`src/rtl/onehot_enc_pkg.sv`:
```
// ============================================================================
// Module      : onehot_enc_pkg
// Description : Shared types and constants for the one-hot/multi-hot index
//               encoder stream.
// Revision    : 1.0 - initial release
// ============================================================================
`default_nettype none

package onehot_enc_pkg;

    localparam int ENC_WIDTH = 16;
    localparam int ENC_IDX_W = 4;

    typedef enum logic [0:0] {
        IDLE = 1'b0,
        EMIT = 1'b1
    } enc_state_e;

endpackage : onehot_enc_pkg

`default_nettype wire

```
`src/rtl/prio_enc_16x4.sv`:
```
// ============================================================================
// Module      : prio_enc_16x4
// Description : Combinational lowest-set-bit priority encoder, 16 to 4.
// Revision    : 1.0 - initial release
// ============================================================================
`default_nettype none

module prio_enc_16x4
    import onehot_enc_pkg::*;
(
    input  logic [ENC_WIDTH-1:0] vec,
    output logic [ENC_IDX_W-1:0] idx,
    output logic                 any
);

    // Scan from the top down so the lowest set bit is the last one written.
    always_comb begin
        idx = '0;
        for (int i = ENC_WIDTH - 1; i >= 0; i--) begin
            if (vec[i]) begin
                idx = ENC_IDX_W'(i);
            end
        end
    end

    assign any = |vec;

endmodule : prio_enc_16x4

`default_nettype wire

```
`src/rtl/onehot_encoder_stream.sv`:
```
// ============================================================================
// Module      : onehot_encoder_stream
// Description : Collapses a captured 16-bit request vector into a stream of
//               set-bit indices, lowest first, valid/ready on both sides.
//               Optional macro ONEHOT_ENC_ZERO_FLAG_EN emits a marker beat
//               for an all-zero vector.
// Revision    : 1.0 - initial release
// ============================================================================
`default_nettype none

module onehot_encoder_stream
    import onehot_enc_pkg::*;
#(
    parameter  int WIDTH = ENC_WIDTH,
    localparam int IDX_W = $clog2(WIDTH)
) (
    input  logic             clk,
    input  logic             rst,
    input  logic             in_valid,
    output logic             in_ready,
    input  logic [WIDTH-1:0] in_vec,
    output logic             out_valid,
    input  logic             out_ready,
    output logic [IDX_W-1:0] out_idx,
    output logic             out_last,
    output logic             out_zero
);

    enc_state_e       r_state;
    enc_state_e       w_state_nxt;
    logic [WIDTH-1:0] r_pending;
    logic [IDX_W-1:0] r_idx;
    logic             r_last;
    logic [WIDTH-1:0] w_enc_in;
    logic [WIDTH-1:0] w_cleared;
    logic [IDX_W-1:0] w_enc_idx;
    logic             w_enc_any;
    logic             w_accept;
    logic             w_advance;

    // One encoder serves both the load path and the advance path.
    assign w_enc_in  = (r_state == IDLE) ? in_vec : r_pending;
    assign w_cleared = w_enc_in & (w_enc_in - WIDTH'(1));

    prio_enc_16x4 u_prio_enc (
        .vec (w_enc_in),
        .idx (w_enc_idx),
        .any (w_enc_any)
    );

    assign w_accept  = in_ready & in_valid;
    assign w_advance = out_valid & out_ready & ~r_last;

    always_ff @(posedge clk) begin
        if (rst) begin
            r_state <= IDLE;
        end else begin
            r_state <= w_state_nxt;
        end
    end

    always_comb begin
        w_state_nxt = r_state;
        in_ready    = 1'b0;
        out_valid   = 1'b0;
        case (r_state)
            IDLE: begin
                in_ready = 1'b1;
`ifdef ONEHOT_ENC_ZERO_FLAG_EN
                if (in_valid) begin
                    w_state_nxt = EMIT;
                end
`else
                if (in_valid && w_enc_any) begin
                    w_state_nxt = EMIT;
                end
`endif
            end
            EMIT: begin
                out_valid = 1'b1;
                if (out_ready && r_last) begin
                    w_state_nxt = IDLE;
                end
            end
            default: w_state_nxt = IDLE;
        endcase
    end

`ifdef ONEHOT_ENC_ZERO_FLAG_EN
    logic r_zero;
`endif

    always_ff @(posedge clk) begin
        if (rst) begin
            r_pending <= '0;
            r_idx     <= '0;
            r_last    <= 1'b0;
`ifdef ONEHOT_ENC_ZERO_FLAG_EN
            r_zero    <= 1'b0;
`endif
        end else if (w_accept) begin
            r_pending <= w_cleared;
            r_idx     <= w_enc_idx;
            // An empty vector yields idx 0 and cleared==0, i.e. a lone last beat.
            r_last    <= (w_cleared == '0);
`ifdef ONEHOT_ENC_ZERO_FLAG_EN
            r_zero    <= ~w_enc_any;
`endif
        end else if (w_advance) begin
            r_pending <= w_cleared;
            r_idx     <= w_enc_idx;
            r_last    <= (w_cleared == '0);
        end
    end

    assign out_idx  = r_idx;
    assign out_last = r_last;
`ifdef ONEHOT_ENC_ZERO_FLAG_EN
    assign out_zero = r_zero;
`else
    assign out_zero = 1'b0;
`endif

endmodule : onehot_encoder_stream

`default_nettype wire

```
`config.mk`:
```
export PLATFORM = sky130hd
export DESIGN_NAME = onehot_encoder_stream
export DESIGN_NICKNAME = d
export VERILOG_FILES = /design/src/rtl/onehot_enc_pkg.sv /design/src/rtl/prio_enc_16x4.sv /design/src/rtl/onehot_encoder_stream.sv
export SDC_FILE = /design/constraint.sdc
export NUM_CORES = 1
export LEC_CHECK = 0
export CAP_MARGIN = 20
export CORE_UTILIZATION = 47
export DETAILED_ROUTE_END_ITERATION = 6
export GPL_ROUTABILITY_DRIVEN = 0
export GPL_TIMING_DRIVEN = 0
export PLACE_DENSITY = 0.82
export SETUP_SLACK_MARGIN = 0.5
export SYNTH_ARGS = -nofsm -noshare
export SYNTH_HDL_FRONTEND = slang
export SYNTH_SLANG_ARGS = --single-unit
export TNS_END_PERCENT = 30
```
`constraint.sdc`:
```
create_clock -name clk -period 2.2 [get_ports clk]
set_clock_uncertainty 0.2 [all_clocks]
set_input_delay 0.44 -clock clk [delete_from_list [all_inputs] [get_ports clk]]
set_output_delay 0.44 -clock clk [all_outputs]
set_load 0.05 [all_outputs]
```
==> impl_results.md, run 1 <==
- Status: complete, but fails checks
- Failing checks: negative setup slack
- H-tree depth: 1
- Nets@finish: 280
- Yosys cell types: 52
- Layout Cells excl Fill: roughly 300
- Die width: 59.1 µm
- Vias: 1967
- Number of buffers created by CTS: 3
- Slew Limit Fails: 0
- Reg2Reg Setup Slack: -0.13 ns
- Row count: 20
- Vias per cell: between 6 and 7
- Type of the worst setup path: register to register
- Register area share after synthesis: a little over a quarter
- Setup WS pre-CTS: -0.704 ns
- Mapped Cells: roughly 210
- HPWL Detailed: between 3 and 4 mm
- Hold Worst Slack: around 0.26 ns
- Initial antenna violation count: 0
- Comb power frac: between 40 and 50%
- Tcrit/Tclk final: 106%
- Hold WC Path Type: register to register
- Fmax: roughly 430 MHz
- GRT Overall Usage: around a third
- Met2 wire len: roughly 2.9 mm
- Switch Pwr: roughly 470 µW
- Hold EP: out_idx[2]$_SDFFE_PP0P_
- Clk pin slew, worst setup/hold paths: around 0.13 ns
- Peak supply drop: 0.350 mV
- Sw Share: around two fifths
- Most used DFF post-synth: dfxtp_1
- Global-route wire length before repair: between 8 and 9 mm
- Unrepaired setup endpoints after global routing: true
- Final ANT Viol Nets: 0
- Diodes inserted: 0
- Grt total ovfl: 0
- Crit. End Element: register
- Die ar.: ~0.0035 mm²
- 1st-pass router iterations: 6
- Warnings from Yosys: 0
- Min cycle time layout: approximately 2.3 ns
- Ports: 28
- Final instance area: approximately 0.0024 mm²
- Synthesized area: 0.00153 mm²
- Worst r2r src: r_state$_SDFF_PP0_
- Int Power: a little over 700 µW
- Max-Cap Viols: 0
- Max Root-Sink Buffers: 2
- CTS tree: built
- Routed wire length: ~6.0 mm
- Worst EP arrival: 2.42 ns
- Syn_nets: approximately 230
- #FFs+latches synth: 21
- Port bufs: 26
- Share of cells above drive strength 1: between 30% and 40%
- CTS sink count: 21
- Vias in the first global route: 1806
- RR Endpoint: out_last$_SDFFE_PP0P_
- DR WL met3: 508 µm
- Min-delay src: out_idx[2]$_SDFFE_PP0P_
- Area of the core: between 0.003 and 0.004 mm²
- Die Ht: 59.1 µm
- Placed cell area: about 0.0019 mm²
- Clock root cell: clkbuf_4
- Area grow syn2layout: 54.7%
- Startpoint Class: register
- Post-synth EDFFs: 0
- Avg Cell Area, Syn: ~7.4 µm²
- Sequential group share of total power: 37.0%
- PnR worst setup slack: -0.134 ns
- Drt drc: 0
- Pwr Total: 1180 µW
- Power Dens Cells: roughly 500 mW/mm²
- Hold Vio Cnt, Final: 0
- Iter 0 DRT Violations: 309
- Largest net degree at the start of global routing: 13
- Placed Instances: around 280
- Clk_lat worst skew: 0.33 ns
- Worst Hold Depth: 2
- CP Max Fanout: 7
- Uppermost layer routed: met4
- Cells on worst reg2reg path: 8
- Req. time, crit path: 2.29 ns
- Leak Pwr: between 0.0008 and 0.0009 µW
- Async S/R FF share, synth: 0%
- Filler cells: 198
- Starting density of the core: about 50%
- Average wire per standard cell: between 15 and 20 µm
- Clock Power Share: 17.7%
- Final setup fails: 6
- DRT met1 WL: between 2 and 2.5 mm
power by group through the flow:
stage               Sequential, µW  Combinational (µW)  Clock, µW
floorplan                      454                 235          0
global placement               436                 368          0
detailed placement             437                 373          0
CTS                            430                 434        208
global route                   438                 557        227
finish                         435                 534        209
metrics by stage:
step	setup TNS (ns)	util, %
after floorplan	-0.0642	-
after global placement	-7.96	61.1
after detailed placement	-8.56	61.1
after CTS	-0.0703	69.9
after global routing	-0.932	77.0
final	-0.350	77.0
per-layer routing:
layer / GRT usage [%] / vias to the layer above
met5: 0 / -
met1: 43.6 / 920
met4: 16.7 / 0
met3: 5.68 / 34
li1: - / 870
met2: 53.6 / 143
flip-flops by register name (all words and copies together), names as in the netlist:
| name | count |
|---|---|
| r_state | 1 |
| r_pending | 15 |
| out_last | 1 |
| out_idx | 4 |
critical path, stage by stage (launching register included):
cell and delay (ns):
dfxtp_4 0.38, buf_8 0.13, buf_8 0.12, or3b_1 0.34
a222oi_1 0.30, buf_4 0.19, nand4_1 0.16, a211oi_2 0.29
a31o_1 0.17
worst max path at each step:
| stage | slack (ns) | cells after the start | endpoint | startpoint |
|---|---|---|---|---|
| floorplan | -0.03 | 7 | out_last$_SDFFE_PP0P_ | r_state$_SDFF_PP0_ |
| global placement | -0.67 | 6 | out_last$_SDFFE_PP0P_ | in_vec[2] |
| detailed placement | -0.70 | 6 | out_last$_SDFFE_PP0P_ | in_vec[2] |
| CTS | -0.03 | 8 | out_last$_SDFFE_PP0P_ | r_state$_SDFF_PP0_ |
| global route | -0.17 | 8 | out_last$_SDFFE_PP0P_ | r_state$_SDFF_PP0_ |
| finish | -0.13 | 8 | out_last$_SDFFE_PP0P_ | r_state$_SDFF_PP0_ |
cell usage in the layout, fill, tap and decap left out, drive strengths merged, types with 4 or more instances in the layout:
| cell | count |
|---|---|
| inv | 7 |
| nand2 | 20 |
| dfxtp | 21 |
| or3 | 5 |
| nor2b | 4 |
| dlygate4sd2 | 7 |
| mux2i | 9 |
| o21ai | 8 |
| nor3 | 14 |
| clkdlybuf4s50 | 13 |
| nor2 | 20 |
| a21oi | 31 |
| nand4 | 4 |
| clkbuf | 6 |
| o211ai | 4 |
| buf | 37 |
cell usage after synthesis (2+ instances only):
cell | instances | area share, %
or2_2 | 2 | 0.82
or3_4 | 2 | 1.5
buf_6 | 2 | 1.5
buf_2 | 3 | 0.98
mux2i_1 | 9 | 5.9
a21oi_1 | 31 | 10
nand2b_1 | 2 | 0.82
nor2b_1 | 4 | 1.6
or3b_1 | 2 | 1.1
inv_1 | 8 | 2.0
nor3_1 | 13 | 4.2
nor4_1 | 2 | 0.82
nand3_1 | 2 | 0.65
nor3b_1 | 3 | 1.5
o311ai_0 | 2 | 1.1
mux2_2 | 2 | 1.5
nand4_1 | 4 | 1.6
or3_1 | 3 | 1.2
dfxtp_1 | 21 | 27
o22ai_1 | 2 | 0.82
o21ai_0 | 8 | 2.6
o31ai_1 | 2 | 0.98
nor2_1 | 20 | 4.9
nand2_1 | 20 | 4.9
o211ai_1 | 4 | 2.0
clkbuf_1 | 5 | 1.2
and2_1 | 3 | 1.2
cell families (layout without fill, tap and decap cells):
family | count (synthesis) | in the layout | share of synthesized area [%]
flops | 21 | 21 | 27.5
buf+inv | 20 | 73 | 6.37
simple gates | 86 | 86 | 30.1
other cells | 1 | 1 | 0.245
compound gates | 67 | 67 | 28.5
mux | 11 | 11 | 7.35
final cells by class:
class                           count  area [µm²]  share of cell area (%)
Inverter                            8        33.8                    1.43
Timing Repair Buffer               49         433                    18.3
Multi-Input combinational cell    165        1250                    52.9
Buffer                             12         141                    5.97
Sequential cell                    21         424                    17.9
Clock inverter                      1        5.00                   0.211
Tap cell                           44        55.1                    2.32
Clock buffer                        3        22.5                   0.951
repair_timing:
action,in CTS,in global routing
pin swaps,24,17
setup buffers,12,10
gates resized for setup,67,43
setup endpoints to repair,28,27
hold buffers,0,0
cloned,1,0
Power figures use the tool's default switching activity.
==> run 2, diff against run 1 <==
CTS_CLUSTER_SIZE = 28   (was default)
==> results of run 2 <==
Same layout as run 1: the final DEF is identical, and so are final timing and power.
==> run 3, diff against run 2 <==
PLACE_DENSITY = default   (was 0.82)
PLACE_DENSITY_LB_ADDON = 0.2   (was default)
==> impl_results.md, run 3 (synthesis results as in run 1) <==
- Failing checks: negative setup slack
- Clk_lat worst skew: 0.33 ns
- Number of buffers created by CTS: 3
- Die Ht: roughly 59 µm
- Slew Limit Fails: 0
- Setup tns final: -0.508 ns
- Util after Layout: between 70% and 80%
- Nets@finish: ~280
- Most flop-heavy register: r_pending
- Cell mode on critical path: buf_8
- Crit path cell chain: buf_8 -> buf_8 -> buf_8 -> buf_8 -> mux2i_1 -> o211ai_1 -> nor4_1 -> a31o_1
- Normalized max-slew margin: between 60% and 70%
- Routed wire length: 5.83 mm
- Vias: roughly 1900
- Commonest non-fill, non-tap cell in the layout: a21oi_1
- HPWL Detailed: 3.37 mm
- Hold Vio Cnt, Final: 0
- Clk pin slew, worst setup/hold paths: about 0.12 ns
- H-tree depth: 1
- Drt drc: 0
- Clock root cell: clkbuf_4
- Die ar.: 0.00349 mm²
- Cells on worst reg2reg path: 8
- Worst Tran Pin Value: ~0.57 ns
- Max incr delay on CP: 0.52 ns
- Largest net degree at the start of global routing: 12
- CTS sink count: 21
- Diodes inserted: 0
- Max Root-Sink Buffers: 2
- Commonest non-fill, non-tap cells in the layout: 27 x a21oi_1, 20 x nand2_1, 20 x dfxtp_1
- Initial antenna violation count: 0
- Global routing met2 resource utilization: between 50% and 60%
- Iter 0 DRT Violations: 159
- Max-Cap Viols: 0
- CP Max Fanout: 10
- Worst EP arrival: roughly 2.6 ns
- Pwr Total: between 1000 and 1500 µW
- Hold Worst Slack: 0.258 ns
- Peak supply drop: 0.424 mV
- Port bufs: 26
- Starting density of the core: around half
- Status: complete, but fails checks
- CP Depth: 8
- Area grow syn2layout: 56.3%
- Share of cells above drive strength 1: ~35%
- Ports: 28
- Tcrit/Tclk final: 113%
- Final setup fails: 6
- GR peak layer: met2
- GRT Overall Usage: 35.0%
- Worst Hold Depth: 2
- Type of the worst setup path: register to register
- Vias in the first global route: roughly 1800
- Met3 Usage GRT: roughly 9.6%
- Met1 Usage GRT: between 40 and 50%
- Min cycle time layout: ~2.5 ns
- PnR worst setup slack: -0.282 ns
- Power Dens Cells: ~500 mW/mm²
- Global-route wire length before repair: between 8 and 9 mm
- Max FFs per register: 15
- Req. time, crit path: approximately 2.3 ns
- Fmax: ~400 MHz
- Final ANT Viol Nets: 0
- Unrepaired setup endpoints after global routing: true
- Area of the core: 0.00308 mm²
- Row count: 20
- Startpoint Class: register
- 1st-pass router iterations: 5
- Die width: between 50 and 60 µm
- Hold WC Path Type: register to register
- Vias per cell: ~6.4
- Worst Path Buf+Inv: 4
- Leak Pwr: 0.000922 µW
- Average wire per standard cell: approximately 19 µm
- Slowest cell on crit path: mux2i_1
- Grt total ovfl: 0
- Crit. End Element: register
- CTS tree: built
- Critical path's top delay family: buffers and inverters
- Hold_buf cts: 0
[run 3: path summary, 6_finish.rpt]
| check | startpoint | end | slack (ns) |
|---|---|---|---|
| setup reg to reg | r_state$_SDFF_PP0_ | out_last$_SDFFE_PP0P_ | -0.28 |
| setup / recovery | r_state$_SDFF_PP0_ | out_last$_SDFFE_PP0P_ | -0.28 |
| hold reg to reg | out_idx[3]$_SDFFE_PP0P_ | out_idx[3]$_SDFFE_PP0P_ | 0.26 |
| hold / removal | out_idx[3]$_SDFFE_PP0P_ | out_idx[3]$_SDFFE_PP0P_ | 0.26 |
[run 3: what timing repair did]
item / CTS / global route
pin swaps: 31 / 11
resized for setup: 94 / 25
setup endpoints to repair: 28 / 28
setup buffers: 17 / 2
gates cloned: 2 / 0
[run 3: per-layer routing]
| layer | wire length, µm | vias up |
|---|---|---|
| met3 | 584 | 33 |
| met2 | 2720 | 122 |
| met5 | 0 | - |
| met4 | 253 | 0 |
| li1 | - | 870 |
| met1 | 2270 | 898 |
[run 3: per-stage QoR]
| stage | cells | setup slack, ns | area [µm²] |
|---|---|---|---|
| detailed placement | 276 | -0.672 | 1880 |
| global route | 301 | -0.272 | 2390 |
| global placement | 276 | -0.686 | 1880 |
| floorplan | 206 | -0.0325 | 1560 |
| finish | 301 | -0.282 | 2390 |
| CTS | 299 | -0.0225 | 2340 |
[run 3: report_power, final]
| group | switching [µW] | leakage (µW) | internal (µW) |
|---|---|---|---|
| clock network | 129 | 0.0000150 | 71.3 |
| logic | 290 | 0.000735 | 240 |
| registers | 28.5 | 0.000173 | 405 |
| total | 448 | 0.000922 | 716 |
[run 3: cell type report]
class                      count  area [µm²]
timing repair buffer          47         443
inverter                       8        35.0
sequential                    21         424
clock buffer                   4        26.3
buffer                        12         159
multi-input combinational    165        1250
fill                         213         684
tap                           44        55.1
[run 3: worst reg2reg max path, cell delays in order (launching register included)]
cell and delay, ns:
dfxtp_4 0.38, buf_8 0.13, buf_8 0.14, buf_8 0.15
buf_8 0.15, mux2i_1 0.53, o211ai_1 0.18, nor4_1 0.38
a31o_1 0.19
